===== config.mk =====
export PLATFORM = sky130hd
export DESIGN_NAME = extclk_supervisor
export DESIGN_NICKNAME = d
export VERILOG_FILES = /design/src/rtl/extclk_pkg.sv /design/src/rtl/edge_window_counter.sv /design/src/rtl/extclk_supervisor.sv
export SDC_FILE = /design/constraint.sdc
export NUM_CORES = 1
export LEC_CHECK = 0
export ABC_AREA = 1
export CAP_MARGIN = 40
export CORE_ASPECT_RATIO = 0.9
export CORE_MARGIN = 1
export CORE_UTILIZATION = 55
export DETAILED_ROUTE_END_ITERATION = 8
export HOLD_SLACK_MARGIN = 0.15
export PLACE_DENSITY = 0.86
export SLEW_MARGIN = 20
export SYNTH_ARGS = -nofsm -noshare
export SYNTH_HDL_FRONTEND = slang
export SYNTH_SLANG_ARGS = --single-unit

===== constraint.sdc =====
create_clock -name clk -period 2.4 [get_ports clk]
set_input_delay 0.24 -clock clk [delete_from_list [all_inputs] [get_ports clk]]
set_output_delay 0.24 -clock clk [all_outputs]
set_load 0.01 [all_outputs]

===== src/rtl/extclk_pkg.sv =====
// Shared definitions for the external-clock supervisor: state codes,
// default timing parameters and bus widths.
package extclk_pkg;

  localparam int unsigned RST_LEN_DEF    = 16;
  localparam int unsigned SETTLE_LEN_DEF = 4096;
  localparam int unsigned WIN_BITS_DEF   = 16;
  localparam int unsigned MIN_EDGES_DEF  = 60;
  localparam int unsigned MAX_EDGES_DEF  = 68;

  localparam int unsigned EDGE_BITS = 12;
  localparam int unsigned FAIL_BITS = 8;
  localparam int unsigned CLEAR_LEN = 4;
  localparam int unsigned STATE_BITS = 3;

  typedef enum logic [STATE_BITS-1:0] {
    ST_IDLE    = 3'd0,
    ST_DCMRST  = 3'd1,
    ST_SETTLE  = 3'd2,
    ST_MEASURE = 3'd3,
    ST_CLEAR   = 3'd4,
    ST_RUN     = 3'd5
  } state_t;

  // Inclusive range test of a window edge count.
  function automatic logic edges_in_range(input logic [EDGE_BITS-1:0] n,
                                          input int unsigned lo,
                                          input int unsigned hi);
    return (32'(n) >= lo) && (32'(n) <= hi);
  endfunction

endpackage


===== src/rtl/edge_window_counter.sv =====
// Synchronises the external counter tick, detects both edge polarities and
// counts them over back-to-back windows of 2^WIN_BITS clk cycles.
//   clk, reset      : clock, async active-high reset
//   clear           : hold window and edge counters at zero
//   ext_tick        : asynchronous external counter bit
//   win_done_c      : high in the last cycle of each window
//   edge_total_c    : edge count of the window, including this cycle's edge
module edge_window_counter
  import extclk_pkg::*;
#(
  parameter int unsigned WIN_BITS = WIN_BITS_DEF
) (
  input  logic                 clk,
  input  logic                 reset,
  input  logic                 clear,
  input  logic                 ext_tick,
  output logic                 win_done_c,
  output logic [EDGE_BITS-1:0] edge_total_c
);

  logic [1:0]           sync_q;
  logic                 prev_q;
  logic                 tick_edge_c;
  logic [WIN_BITS-1:0]  win_cnt_q;
  logic [EDGE_BITS-1:0] edge_cnt_q;

  // Two-flop synchroniser plus one delayed sample for edge detection.
  always_ff @(posedge clk or posedge reset) begin
    if (reset) begin
      sync_q <= '0;
      prev_q <= 1'b0;
    end else begin
      sync_q <= {sync_q[0], ext_tick};
      prev_q <= sync_q[1];
    end
  end

  assign tick_edge_c = sync_q[1] ^ prev_q;

  // An edge in the closing cycle belongs to the closing window; saturate at all-ones.
  assign edge_total_c = (tick_edge_c && (edge_cnt_q != '1))
                        ? edge_cnt_q + EDGE_BITS'(1) : edge_cnt_q;
  assign win_done_c   = ~clear && (win_cnt_q == '1);

  // Window and edge counters; the next window restarts from zero.
  always_ff @(posedge clk or posedge reset) begin
    if (reset) begin
      win_cnt_q  <= '0;
      edge_cnt_q <= '0;
    end else if (clear) begin
      win_cnt_q  <= '0;
      edge_cnt_q <= '0;
    end else begin
      win_cnt_q  <= win_cnt_q + WIN_BITS'(1);
      edge_cnt_q <= win_done_c ? '0 : edge_total_c;
    end
  end

endmodule


===== src/rtl/extclk_supervisor.sv =====
// Supervises an external-frequency DCM: pulses its reset, waits for it to
// settle, checks the external tick rate over measurement windows and keeps
// checking while locked.
//   clk, reset       : clock, async active-high reset
//   enable           : supervision active while high
//   restart          : one-cycle pulse forcing a new DCM reset sequence
//   ext_tick         : asynchronous external counter bit
//   dcmreset         : DCM reset
//   cnt_reset        : external counter reset
//   cnt_inhibit      : external counter inhibit
//   locked           : high only in RUN
//   state            : current state code
//   last_edges       : edge count of the last completed window
//   fail_cnt         : saturating count of lock losses
module extclk_supervisor
  import extclk_pkg::*;
#(
  parameter int unsigned RST_LEN    = RST_LEN_DEF,
  parameter int unsigned SETTLE_LEN = SETTLE_LEN_DEF,
  parameter int unsigned WIN_BITS   = WIN_BITS_DEF,
  parameter int unsigned MIN_EDGES  = MIN_EDGES_DEF,
  parameter int unsigned MAX_EDGES  = MAX_EDGES_DEF
) (
  input  logic                  clk,
  input  logic                  reset,
  input  logic                  enable,
  input  logic                  restart,
  input  logic                  ext_tick,
  output logic                  dcmreset,
  output logic                  cnt_reset,
  output logic                  cnt_inhibit,
  output logic                  locked,
  output logic [STATE_BITS-1:0] state,
  output logic [EDGE_BITS-1:0]  last_edges,
  output logic [FAIL_BITS-1:0]  fail_cnt
);

  localparam int unsigned DWELL_A   = (RST_LEN > SETTLE_LEN) ? RST_LEN : SETTLE_LEN;
  localparam int unsigned DWELL_MAX = (DWELL_A > CLEAR_LEN) ? DWELL_A : CLEAR_LEN;
  localparam int unsigned DW        = ($clog2(DWELL_MAX) > 0) ? $clog2(DWELL_MAX) : 1;

  state_t               state_q, state_d;
  logic [DW-1:0]        dwell_q, dwell_d;
  logic [EDGE_BITS-1:0] last_d;
  logic [FAIL_BITS-1:0] fail_d;
  logic                 dcmreset_d, cnt_reset_d, cnt_inhibit_d, locked_d;
  logic                 win_clear_c;
  logic                 win_done_c;
  logic [EDGE_BITS-1:0] edge_total_c;
  logic                 win_ok_c;

  // Windows are held at zero until MEASURE starts, then run back-to-back.
  assign win_clear_c = (state_q == ST_IDLE) || (state_q == ST_DCMRST) ||
                       (state_q == ST_SETTLE);

  edge_window_counter #(
    .WIN_BITS (WIN_BITS)
  ) u_ewc (
    .clk          (clk),
    .reset        (reset),
    .clear        (win_clear_c),
    .ext_tick     (ext_tick),
    .win_done_c   (win_done_c),
    .edge_total_c (edge_total_c)
  );

  assign win_ok_c = edges_in_range(edge_total_c, MIN_EDGES, MAX_EDGES);

  // State and registered outputs.
  always_ff @(posedge clk or posedge reset) begin
    if (reset) begin
      state_q     <= ST_IDLE;
      dwell_q     <= '0;
      dcmreset    <= 1'b0;
      cnt_reset   <= 1'b0;
      cnt_inhibit <= 1'b1;
      locked      <= 1'b0;
      last_edges  <= '0;
      fail_cnt    <= '0;
    end else begin
      state_q     <= state_d;
      dwell_q     <= dwell_d;
      dcmreset    <= dcmreset_d;
      cnt_reset   <= cnt_reset_d;
      cnt_inhibit <= cnt_inhibit_d;
      locked      <= locked_d;
      last_edges  <= last_d;
      fail_cnt    <= fail_d;
    end
  end

  assign state = state_q;

  // Next state; later overrides give enable=0 > restart > window result.
  always_comb begin
    state_d       = state_q;
    dwell_d       = '0;
    last_d        = last_edges;
    fail_d        = fail_cnt;
    dcmreset_d    = 1'b0;
    cnt_reset_d   = 1'b0;
    cnt_inhibit_d = 1'b1;
    locked_d      = 1'b0;

    if (win_done_c && ((state_q == ST_MEASURE) || (state_q == ST_RUN))) begin
      last_d = edge_total_c;
    end

    case (state_q)
      ST_IDLE: begin
        state_d = ST_DCMRST;
      end
      ST_DCMRST: begin
        if (dwell_q == DW'(RST_LEN - 1)) state_d = ST_SETTLE;
        else                             dwell_d = dwell_q + DW'(1);
      end
      ST_SETTLE: begin
        if (dwell_q == DW'(SETTLE_LEN - 1)) state_d = ST_MEASURE;
        else                                dwell_d = dwell_q + DW'(1);
      end
      ST_MEASURE: begin
        if (win_done_c) state_d = win_ok_c ? ST_CLEAR : ST_DCMRST;
      end
      ST_CLEAR: begin
        if (dwell_q == DW'(CLEAR_LEN - 1)) state_d = ST_RUN;
        else                               dwell_d = dwell_q + DW'(1);
      end
      ST_RUN: begin
        if (win_done_c && !win_ok_c) begin
          state_d = ST_DCMRST;
          fail_d  = (fail_cnt == '1) ? fail_cnt : fail_cnt + FAIL_BITS'(1);
        end
      end
      default: begin
        state_d = ST_IDLE;
      end
    endcase

    if (restart && (state_q != ST_IDLE)) begin
      state_d = ST_DCMRST;
      dwell_d = '0;
      fail_d  = fail_cnt;
    end

    if (!enable) begin
      state_d = ST_IDLE;
      dwell_d = '0;
      fail_d  = fail_cnt;
    end

    // Outputs follow the state being entered.
    case (state_d)
      ST_DCMRST: dcmreset_d = 1'b1;
      ST_CLEAR:  cnt_reset_d = 1'b1;
      ST_RUN: begin
        cnt_inhibit_d = 1'b0;
        locked_d      = 1'b1;
      end
      default: ;
    endcase
  end

endmodule


Yosys cells after proc, flatten, opt, wreduce, memory -nomap -nowiden:

Cells that the tools add are included.

* bitwise gates (word level): 4
* reductions and logical operators: 13
* equal/unequal tests: 14
* $add $sub $neg: 4
* $lt $le $gt $ge: 2
* muxes and demuxes: 23

Operators with widths (number)
* $mux 12: 8
* $pmux 12 s3: 1
* $add 12x1->12 const B: 2
* $mux 3: 8
* $pmux 3 s6: 1
* $add 16x1->16 const B: 1
* $eq 16x16->1 const B: 1
* $mux 16: 1
* $eq 12x12->1 const B: 1
* $eq 12x2->1 const B: 1
* $eq 12x4->1 const B: 1
* $eq 3x3->1 const B: 4
* $ge 12x6->1 const B: 1
* $le 12x7->1 const B: 1
* $ne 12x12->1 const B: 1
* $add 8x1->8 const B: 1
* $eq 8x8->1 const B: 1
* $eq 3x1->1 const B: 2
* $eq 3x2->1 const B: 2
* $logic_and 1x1->1: 6
* $reduce_and 5->1: 1
* $mux 1: 4
* $logic_not 3->1: 1
* $logic_or 1x1->1: 3
* other kinds (4): 6

* logic and storage cells: 72
* bits in registers: 70
* bits of input ports: 5
* output and inout port bits: 27

Logic depth before layout (Yosys ltp):

Gate-level depths: netlist of the first run.

* depth in word-level cells: 13
* gate-level depth with buffers: 19
* depth with buffers taken out: 19

Cells and area by module:

A second synthesis of the first run with hierarchy kept.

* cell total of the unflattened synthesis: 465
* area total of the unflattened synthesis: 3836.2 um^2

Modules (own cells, without submodules)
* extclk_supervisor: cells each 227, times used 1, sequential area each 977.2 um^2, area an instance 2050.7 um^2
* edge_window_counter: cells each 238, times used 1, sequential area each 775.7 um^2, area an instance 1785.5 um^2

Worst setup path before layout of the first run:

Ideal clock, no wire load.

* kind: register -> register
* from: reg u_ewc.edge_cnt_q[0]
* to: reg dcmreset
* period minus slack after synthesis: 1998 ps
* slack: 402 ps
* path buffers: 1
* stages on the path, launching flop included: 20
* arrival: 1881 ps
* library setup time: 118 ps
* data required time: 2282 ps
* path through: dfrtp_1 > ha_1 > nand2_2 > nor2_4 > nand3_4 > buf_6 > nand2_1 > nand2_1 > nand2_2 > nand2_2 > nor2_2 > nand2_1 > nand2_2 > nand3_4 > nand2_2 > nand2_2 > nand2_4 > nand2_4 > nand2_1 > nor2_1

* longest elaborated chain between the ends: 13
* elaborated cells between the ends (all ways): 17
* classes of those cells: 1 x add/sub; 2 x order compare; 2 x eq/ne; 8 x mux; 4 x reduce/logical

RTL lines
* start: declaration: line edge_window_counter.sv:25 `logic [EDGE_BITS-1:0] edge_cnt_q;`
* start signal: assignment: line edge_window_counter.sv:55 `edge_cnt_q <= win_done_c ? '0 : edge_total_c;`
* parallel branches: the longest is 2 deep, another holds $add 12x1->12
* $mux 12 (*): line edge_window_counter.sv:42 `? edge_cnt_q + EDGE_BITS'(1) : edge_cnt_q;`
* $ge 12x6->1 / $le 12x7->1 (equally long branches): line extclk_pkg.sv:29 `return (32'(n) >= lo) && (32'(n) <= hi);`
* $logic_and 1x1->1 (*): line extclk_pkg.sv:29
* $logic_not 1->1: line extclk_supervisor.sv:129 `if (win_done_c && !win_ok_c) begin`
* $logic_and 1x1->1: line extclk_supervisor.sv:129
* $mux 3: line extclk_supervisor.sv:129
* $pmux 3 s6 (*): line extclk_supervisor.sv:109 `case (state_q)`
* $mux 3 (*): line extclk_supervisor.sv:139 `if (restart && (state_q != ST_IDLE)) begin`
* $mux 3 (*): line extclk_supervisor.sv:145 `if (!enable) begin`
* $eq 3x1->1 (*): line extclk_supervisor.sv:152 `case (state_d)`
* $mux 1 (*): line extclk_supervisor.sv:152
* via dcmreset_d: line extclk_supervisor.sv:46 `logic dcmreset_d, cnt_reset_d, cnt_inhibit_d, locked_d;`
* end signal: assignment: line extclk_supervisor.sv:83 `dcmreset <= dcmreset_d;`
* end: declaration: line extclk_supervisor.sv:29 `output logic dcmreset,`

Mark *: on every way through the listed nets, which the timed path passes.
A chain may end at the register's enable or synchronous reset.

Worst setup path after layout of the first run:

* from: reg u_ewc.edge_cnt_q[1]
* to: reg dcmreset

The elaborated chain is that of the path after synthesis.

==> results.json, run 1 <==
{
  "first_iter_violations": 174,
  "cts_sinks": 70,
  "start_util": 0.584,
  "worst_setup_path_startpoint": "u_ewc.edge_cnt_q[1]",
  "clk_latency_ps": 350,
  "ant_nets": 0,
  "synth_edf_count": 0,
  "io_buffers": 31,
  "cp.depth": 14,
  "synth_flop_cell": "dfrtp_1",
  "synthesis.area_um2": 3670,
  "synthTopCellsByArea": "dfrtp_1 47%, nand2_1 11%, inv_1 6.3%",
  "synthXorXnorAreaFrac": 0.0355,
  "hpwlAfterDp_um": 5730,
  "grt_pass1_wl_um": 13200,
  "cts_tree": "done",
  "drc": 0,
  "cp_top_family": "simple AND/OR/NAND/NOR gates",
  "track_usage": 0.246,
  "yosys.area.top_type_share": 0.471,
  "cap_violations": 0,
  "antenna_found_initial": 0,
  "routed_via_density": 5.20,
  "ys_warn_count": 0,
  "synth_common_cells": "111 x nand2_1, 69 x dfrtp_1, 62 x inv_1",
  "rsz0062_at_grt": "true",
  "synthMuxAreaShare": 0,
  "rows": 27,
  "r2r-start": "u_ewc.edge_cnt_q[1]",
  "synth_top_family_by_area": "simple AND/OR/NAND/NOR gates",
  "routed_wl_um": 7840,
  "final_cells": 602,
  "worst_pin_slew_ps": 512,
  "die_y_um": 79.5,
  "first_pass_iters": 5,
  "synth_top_area_cell": "dfrtp_1",
  "p_leak_uw": 0.00194,
  "synth.avg_cell_area_um2": 7.94,
  "cts_buffers": 9,
  "synth-simple-area-share": 0.320,
  "vdd_drop_max_uv": 331,
  "ys_ff_latch": 70,
  "final-max-slew-violation-count": 0,
  "outcome": "complete, no violations",
  "critPathMaxStageDelay_ps": 390,
  "r2r_slack_ps": 170,
  "min_period_ps": 2230,
  "cp_num_buf_inv": 1,
  "cp_data_required_time_ps": 2640,
  "max_freq_mhz": 449,
  "synth_nets": 471,
  "die_w_um": 88.1,
  "design.core.area_um2": 6280,
  "nets": 519,
  "cts-root-buf": "clkbuf_8",
  "hold_violations": 0,
  "synth_adder_area_share": 0.0136,
  "cts_max_level": 3,
  "place.gp.congestion": 0.917,
  "hold_buffers": 0,
  "skew_ps": 7.63,
  "clockBufferDepth": 2,
  "crit_chain": "ha_2 > nand2_2 > nor2_4 > nand3_4 > nand2_4 > inv_2 > a21oi_2 > nand2_1 > nor2_4 > nand4_1 > nand2_1 > nand3_1 > nand2_2 > nor2_1",
  "fin_crit_sh": 0.928,
  "critPathArrivalTime_ps": 2470,
  "syn2layout_area_growth_pct": 20.0,
  "synth_cells": 462,
  "io_pins": 32,
  "cp-end-kind": "register",
  "grt-ovfl-total": 0,
  "die_area_um2": 7000,
  "antennaDiodeCount": 0,
  "power_density_nw_per_um2": 526,
  "wl_per_cell_um": 13.0,
  "drive_gt1_frac": 0.130,
  "hp-class": "primary input to async pin",
  "startpoint_type": "register",
  "yosysSeqAreaShare": 0.478,
  "endpoint": "dcmreset",
  "postSynth.asyncResetShare": 1.00,
  "dpl_cell_area_um2": 4120,
  "r2r_cells": 14,
  "grt_max_degree": 36,
  "setup_tns_ps": 0,
  "slowest_stage": "dfrtp_1",
  "num_vias": 3128,
  "setup_violations": 0,
  "yosysMostFrequentCell": "nand2_1",
  "criticalPathCategory": "register to register",
  "final_area_um2": 4400,
  "synth_cell_types": 38,
  "rr_endpoint": "dcmreset",
  "crit_fanout": 6,
  "synth_compound_area_frac": 0.0788,
  "cts.clk_slew.worst_paths_ps": 80,
  "grt_pass1_vias": 2992,
  "dp_cells": 581,
  "max-slew-margin-rel": 0.656
}
where the power goes:
part / switching, uW / total [uW] / internal [uW]
clock network: 445 / 1030 / 583
registers: 5.36 / 1190 / 1180
logic: 67.0 / 99.1 / 32.1
cell type report:
type | instances | area, um2
Multi-Input combinational cell | 323 | 1680
Sequential cell | 70 | 1750
Clock inverter | 6 | 86.3
Fill cell | 486 | 1880
Timing Repair Buffer | 42 | 405
Inverter | 64 | 240
Tap cell | 87 | 109
Clock buffer | 10 | 128
repair_timing:
item                       in CTS  in global routing
hold endpoints to repair        0                  0
buffers inserted                0                  4
setup endpoints to repair       0                 14
gates resized for setup         0                  8
registers in the layout, indices dropped and copies added, names as in the netlist:
| name | count |
|---|---|
| cnt_reset | 1 |
| dwell_q | 12 |
| dcmreset | 1 |
| u_ewc.edge_cnt_q | 12 |
| cnt_inhibit | 1 |
| locked | 1 |
| last_edges | 12 |
| u_ewc.win_cnt_q | 16 |
| fail_cnt | 8 |
| u_ewc.sync_q | 2 |
| state | 3 |
| u_ewc.prev_q | 1 |
cell usage in the layout (no fill, tap or decap), types with 4 or more instances in the layout:
cell type	instances
nor3_1	12
inv_1	61
o21ai_0	23
nand4_1	11
buf_4	10
clkdlybuf4s50_1	31
dfrtp_1	69
nand2_2	12
o21ai_1	4
nor2_4	4
nand2_1	109
xnor2_1	8
nand3_1	23
a21oi_1	13
xor2_1	5
clkbuf_8	9
nor2_1	56
nor2_2	7
worst min-delay path by stage:
stage | cells after the start | endpoint | slack, ps | start
after CTS | 2 | u_ewc.sync_q[1] | 180 | reset
after floorplan | 0 | u_ewc.sync_q[0] | 270 | ext_tick
final | 2 | u_ewc.sync_q[1] | 180 | reset
after global placement | 0 | u_ewc.sync_q[1] | 340 | u_ewc.sync_q[0]
after global routing | 2 | last_edges[10] | 220 | reset
after detailed placement | 0 | u_ewc.sync_q[1] | 340 | u_ewc.sync_q[0]
through the flow:
step / utilization / setup slack [ps] / power (uW) / hold slack (ps)
finish: 0.701 / 174 / 2320 / 180
global placement: 0.656 / 216 / 1310 / 341
floorplan: - / 393 / 1270 / 271
global route: 0.701 / 5.06 / 2410 / 221
detailed placement: 0.656 / 82.9 / 1310 / 339
CTS: 0.690 / 62.8 / 2340 / 180
metal layers:
layer | GRT usage | part of all wire | vias up
li1 | - | - | 1577
met1 | 0.317 | 0.45 | 1448
met2 | 0.401 | 0.49 | 82
met3 | 0.0651 | 0.043 | 21
met4 | 0.0871 | 0.018 | 0
met5 | 0 | 0 | -
cells by family after synthesis:
family,count (synthesis)
simple gates,253
buf+inv,70
xor+xnor,14
flops,70
compound gates,51
fa+ha+maj,4
(Power assumes the default switching activity.)
==> inputs of run 2 (changes only) <==
- ABC_AREA: 1 -> not set
- clock period: 2.4 -> 2.07 ns (I/O delays scaled with it)
==> results.json, run 2 <==
{
  "startpoint_type": "register",
  "grt_use_met3": 0.0713,
  "vdd_drop_max_uv": 452,
  "synth_common_cells": "69 x dfrtp_1, 42 x nor2_1, 36 x nand2_1",
  "ys_ff_latch": 70,
  "nets": 463,
  "top_register": "u_ewc.win_cnt_q",
  "power.internal_uw": 1900,
  "p_leak_uw": 0.00203,
  "cts.clk_slew.worst_paths_ps": 70,
  "io_buffers": 31,
  "largest_reg_flops": 16,
  "rsz0062_at_grt": "true",
  "cp-end-kind": "register",
  "finish.utilization": 0.749,
  "hpwlAfterDp_um": 5740,
  "final-max-slew-violation-count": 0,
  "rows": 27,
  "final_cell_mix": "69 x dfrtp_1, 67 x buf_4, 40 x nor2_1, 36 x nand2_1, 31 x clkdlybuf4s50_1",
  "max_freq_mhz": 399,
  "die_area_um2": 6660,
  "cp_data_required_time_ps": 2330,
  "start_util": 0.570,
  "finalPower_uw": 2430,
  "cts_max_level": 3,
  "syn2layout_area_growth_pct": 31.5,
  "clockBufferDepth": 2,
  "p_comb_frac": 0.045,
  "track_usage": 0.265,
  "grt_max_degree": 71,
  "cts-root-buf": "clkbuf_8",
  "design.core.area_um2": 6110,
  "synthesis.area_um2": 3480,
  "switching_share": 0.218,
  "yosys.area.top_type_share": 0.496,
  "synth_cells": 357,
  "met1_usage": 0.312,
  "r2r_cells": 8,
  "die_w_um": 85.9,
  "num_vias": 2962,
  "drive_gt1_frac": 0.243,
  "io_pins": 32,
  "first_iter_violations": 120,
  "min_period_ps": 2510,
  "skew_ps": 4.26,
  "cap_violations": 0,
  "outcome": "complete, but fails checks",
  "setup_violations": 14,
  "routed_wl_um": 8040,
  "cts_sinks": 70,
  "power_density_nw_per_um2": 530,
  "grt_pass1_vias": 3049,
  "r2r-start": "u_ewc.edge_cnt_q[9]",
  "synth.avg_cell_area_um2": 9.76,
  "grt-busiest-layer": "met2",
  "worst_pin_slew_ps": 452,
  "setup_tns_ps": -5270,
  "fin_ws_ps": -439,
  "critPathArrivalTime_ps": 2770,
  "cts_buffers": 9,
  "synthTopCellsByArea": "dfrtp_1 50%, xor2_1 5.3%, nor2_1 4.5%",
  "seqPwrFrac": 0.570,
  "yosysSeqAreaShare": 0.503,
  "synth_flop_cell": "dfrtp_1",
  "postSynth.asyncResetShare": 1.00,
  "clk_latency_ps": 340,
  "wl_per_cell_um": 14.8,
  "ys_warn_count": 0,
  "p_clk_frac": 0.385,
  "synth_top_area_cell": "dfrtp_1",
  "yosysMostFrequentCell": "dfrtp_1",
  "worst_setup_path_startpoint": "u_ewc.edge_cnt_q[9]",
  "synth_cell_types": 50,
  "final_common_cell": "dfrtp_1",
  "die_y_um": 77.5,
  "use_met2": 0.460,
  "criticalPathCategory": "register to register",
  "cts_tree": "done",
  "ant_nets": 0,
  "crit_fanout": 4,
  "drc": 0,
  "hp-class": "primary input to async pin",
  "grt-ovfl-total": 0,
  "hold_violations": 0,
  "routed_via_density": 5.45,
  "place.gp.congestion": 0.881,
  "antenna_found_initial": 0,
  "first_pass_iters": 4,
  "fillers": 416,
  "synth_edf_count": 0,
  "violations": "setup timing",
  "grt_pass1_wl_um": 13600,
  "synth_nets": 366,
  "fin_crit_sh": 1.21,
  "max-slew-margin-rel": 0.697,
  "power.switching_uw": 530,
  "antennaDiodeCount": 0
}
## run 2: changes by cell type after synthesis, moves of 10 or more
cell	delta
inv_1	-51
nand2_1	-75
nor2_1	-16
and3_1	+12
xor2_1	+16
nand2_2	-10
## run 2: stage by stage
| stage | hold slack, ps | cell area [um2] | std cells | setup slack, ps |
|---|---|---|---|---|
| 4_1_cts | 274 | 4530 | 542 | -410 |
| 6_report | 267 | 4580 | 543 | -439 |
| 3_3_place_gp | 338 | 4360 | 529 | -338 |
| 5_1_grt | 314 | 4580 | 543 | -531 |
| 3_5_place_dp | 335 | 4360 | 529 | -429 |
| 2_1_floorplan | 238 | 3500 | 357 | -477 |
## run 2: cell families (layout without fill, tap and decap cells)
logic type	after synthesis	in the layout	share of synthesized area
buffers and inverters	25	124	0.0355
XOR/XNOR	33	33	0.0851
AO/OA/AOI/OAI	56	56	0.106
flip-flops	70	70	0.503
adder cells (fa/ha/maj)	4	4	0.0144
AND/OR/NAND/NOR	165	165	0.244
multiplexers	4	4	0.0122
## run 2: layer usage
layer | wire length (um) | up-vias
met4 | 162 | 0
met1 | 3290 | 1435
li1 | - | 1432
met3 | 406 | 19
met2 | 4180 | 76
met5 | 0 | -
## run 2: final timing paths
| check | end | slack [ps] |
|---|---|---|
| setup / recovery | cnt_inhibit | -440 |
| hold / removal | dwell_q[8] | 270 |
| setup reg to reg | cnt_inhibit | -440 |
| hold reg to reg | u_ewc.sync_q[1] | 340 |
| max in group asynchronous | cnt_inhibit | 1480 |
| min in group clk | u_ewc.sync_q[0] | 310 |
## run 2: area by class of cell
type	count	area [um2]	area share
clock buffer	11	151	0.0331
tap	87	109	0.0238
clock inverter	2	10.0	0.00219
inverter	11	41.3	0.00901
timing repair buffer	100	845	0.184
sequential	70	1750	0.383
multi-input combinational	262	1670	0.365
## run 2: power by group through the flow
stage | Combinational [uW] | Clock (uW) | Sequential (uW)
floorplan | 49.9 | 0 | 1410
global placement | 106 | 0 | 1410
detailed placement | 109 | 0 | 1410
CTS | 111 | 969 | 1380
global route | 122 | 1020 | 1380
finish | 110 | 935 | 1380
## run 2: critical path, cell delays in order, from the launching register on
cell and delay (ps):
dfrtp_1 390, nand3_4 80, or4_4 530, a21oi_4 190, nand2_1 60, or4_4 430
a21oi_4 240, o2111ai_4 140, or3b_1 370
## run 2: timing repair
item | 4_1_cts | 5_1_grt
resized for setup | 4 | 12
buffers inserted | 0 | 1
setup endpoints to repair | 15 | 27
hold buffers | 0 | 0
gates cloned | 0 | 0
pin swaps | 1 | 6
==> inputs of run 3 (changes only) <==
- RECOVER_POWER: not set -> 100
==> results.json, run 3 (synthesized netlist as in run 2, its figures left out) <==
{
  "io_buffers": 31,
  "finalPower_uw": 2420,
  "top_register": "u_ewc.win_cnt_q",
  "cts_buffers": 9,
  "power.internal_uw": 1890,
  "cts_tree": "done",
  "final_cell_mix": "69 x dfrtp_1, 65 x buf_4, 40 x nor2_1, 36 x nand2_1, 27 x dlygate4sd3_1",
  "hpwlAfterDp_um": 5740,
  "max-slew-margin-rel": -0.122,
  "cts_max_level": 3,
  "drc": 0,
  "critPathMaxStageDelay_ps": 530,
  "hp-class": "register to register",
  "crit_chain": "nand3_4 > or4_4 > a21oi_4 > nand2_1 > or4_4 > a21oi_4 > o2111ai_4 > or3b_1",
  "criticalPathCategory": "register to register",
  "final-max-slew-violation-count": 71,
  "min_period_ps": 2510,
  "power_density_nw_per_um2": 531,
  "rsz0062_at_grt": "true",
  "worst_pin_slew_ps": 1680,
  "first_pass_iters": 4,
  "p_comb_frac": 0.043,
  "wl_met1_um": 3270,
  "first_iter_violations": 132,
  "clockBufferDepth": 2,
  "finish.utilization": 0.745,
  "start_util": 0.570,
  "antennaDiodeCount": 0,
  "switching_share": 0.218,
  "drive_gt1_frac": 0.239,
  "grt_max_degree": 71,
  "final_common_cell": "dfrtp_1",
  "startpoint_type": "register",
  "routed_via_density": 5.44,
  "routed.top_layer": "met4",
  "largest_reg_flops": 16,
  "setup_violations": 14,
  "track_usage": 0.265,
  "cts-root-buf": "clkbuf_8",
  "crit_fanout": 4,
  "violations": "capacitance limit, slew limit, setup timing",
  "cts_sinks": 70,
  "met3_length_um": 421,
  "p_clk_frac": 0.386,
  "wl_per_cell_um": 14.8,
  "grt-ovfl-total": 0,
  "outcome": "complete, but fails checks",
  "power.switching_uw": 528,
  "rows": 27,
  "routed_wl_um": 8060,
  "nets": 463,
  "num_vias": 2954,
  "slowest_stage": "or4_4",
  "grt_pass1_vias": 3049,
  "critPathArrivalTime_ps": 2770,
  "cp-end-kind": "register",
  "skew_ps": 4.28,
  "vdd_drop_max_uv": 450,
  "cap_violations": 1,
  "fin_ws_ps": -443,
  "fin_crit_sh": 1.21,
  "design.core.area_um2": 6110,
  "antenna_found_initial": 0,
  "seqPwrFrac": 0.571,
  "grt_pass1_wl_um": 13600,
  "wl_met2_um": 4200,
  "die_y_um": 77.5,
  "syn2layout_area_growth_pct": 30.8,
  "io_pins": 32,
  "max_freq_mhz": 398,
  "cp_data_required_time_ps": 2330,
  "hold_violations": 0,
  "ant_nets": 0,
  "cts.clk_slew.worst_paths_ps": 70,
  "r2r_slack_ps": -440,
  "p_leak_uw": 0.00209,
  "place.gp.congestion": 0.881,
  "clk_latency_ps": 340,
  "die_w_um": 85.9,
  "die_area_um2": 6660
}
run 3: changes by cell type in the layout (fill, tap and decap cells not counted), sizes merged:
cell / before / now
buf: 69 / 66
clkbuf: 11 / 14
clkdlybuf4s50: 31 / 4
dlygate4sd3: 0 / 27
run 3: stage by stage:
step	hold slack [ps]	setup slack, ps	instance area, um2	std cells	setup TNS [ps]
floorplan	238	-477	3500	357	-4130
global placement	338	-338	4360	529	-3790
detailed placement	335	-429	4360	529	-4870
CTS	274	-410	4530	542	-4900
global route	349	-531	4560	543	-21610
finish	345	-443	4560	543	-5330
run 3: worst paths after layout:
kind | from | to | depth (start not counted)
max | u_ewc.edge_cnt_q[9] | cnt_inhibit | 8
min | u_ewc.sync_q[0] | u_ewc.sync_q[1] | 0
max reg2reg | u_ewc.edge_cnt_q[9] | cnt_inhibit | 8
min reg2reg | u_ewc.sync_q[0] | u_ewc.sync_q[1] | 0
max in group asynchronous | reset | dwell_q[5] | 3
min in group asynchronous | reset | dwell_q[11] | 3
run 3: power groups by stage:
stage	clock, uW	combinational [uW]	sequential [uW]
after floorplan	0	49.9	1410
after global routing	1020	116	1380
after CTS	969	111	1380
after global placement	0	106	1410
final	934	104	1380
after detailed placement	0	109	1410
run 3: critical path, delay by kind of cell, from the launching register on:
family	cells	cell delay [ps]
AND/OR/NAND/NOR	5	1470
AO/OA/AOI/OAI	3	570
flip-flops	1	390
run 3: timing repair:
action,in CTS,in global routing
pin swaps,1,6
hold buffers,0,0
setup endpoints to repair,15,27
buffers inserted,0,1
gates resized for setup,4,12
run 3: per-layer routing:
layer,GRT usage,vias up
li1,-,1431
met1,0.312,1422
met2,0.460,82
met3,0.0713,19
met4,0.100,0
met5,0,-
run 3: final cells by class:
type,instances,area [um2]
flip-flops and latches,70,1750
multi-input cells,262,1670
fillers,419,1560
repair buffers,100,822
clock buffers,11,151
well taps,87,109
inverters,11,41.3
clock inverters,2,10.0
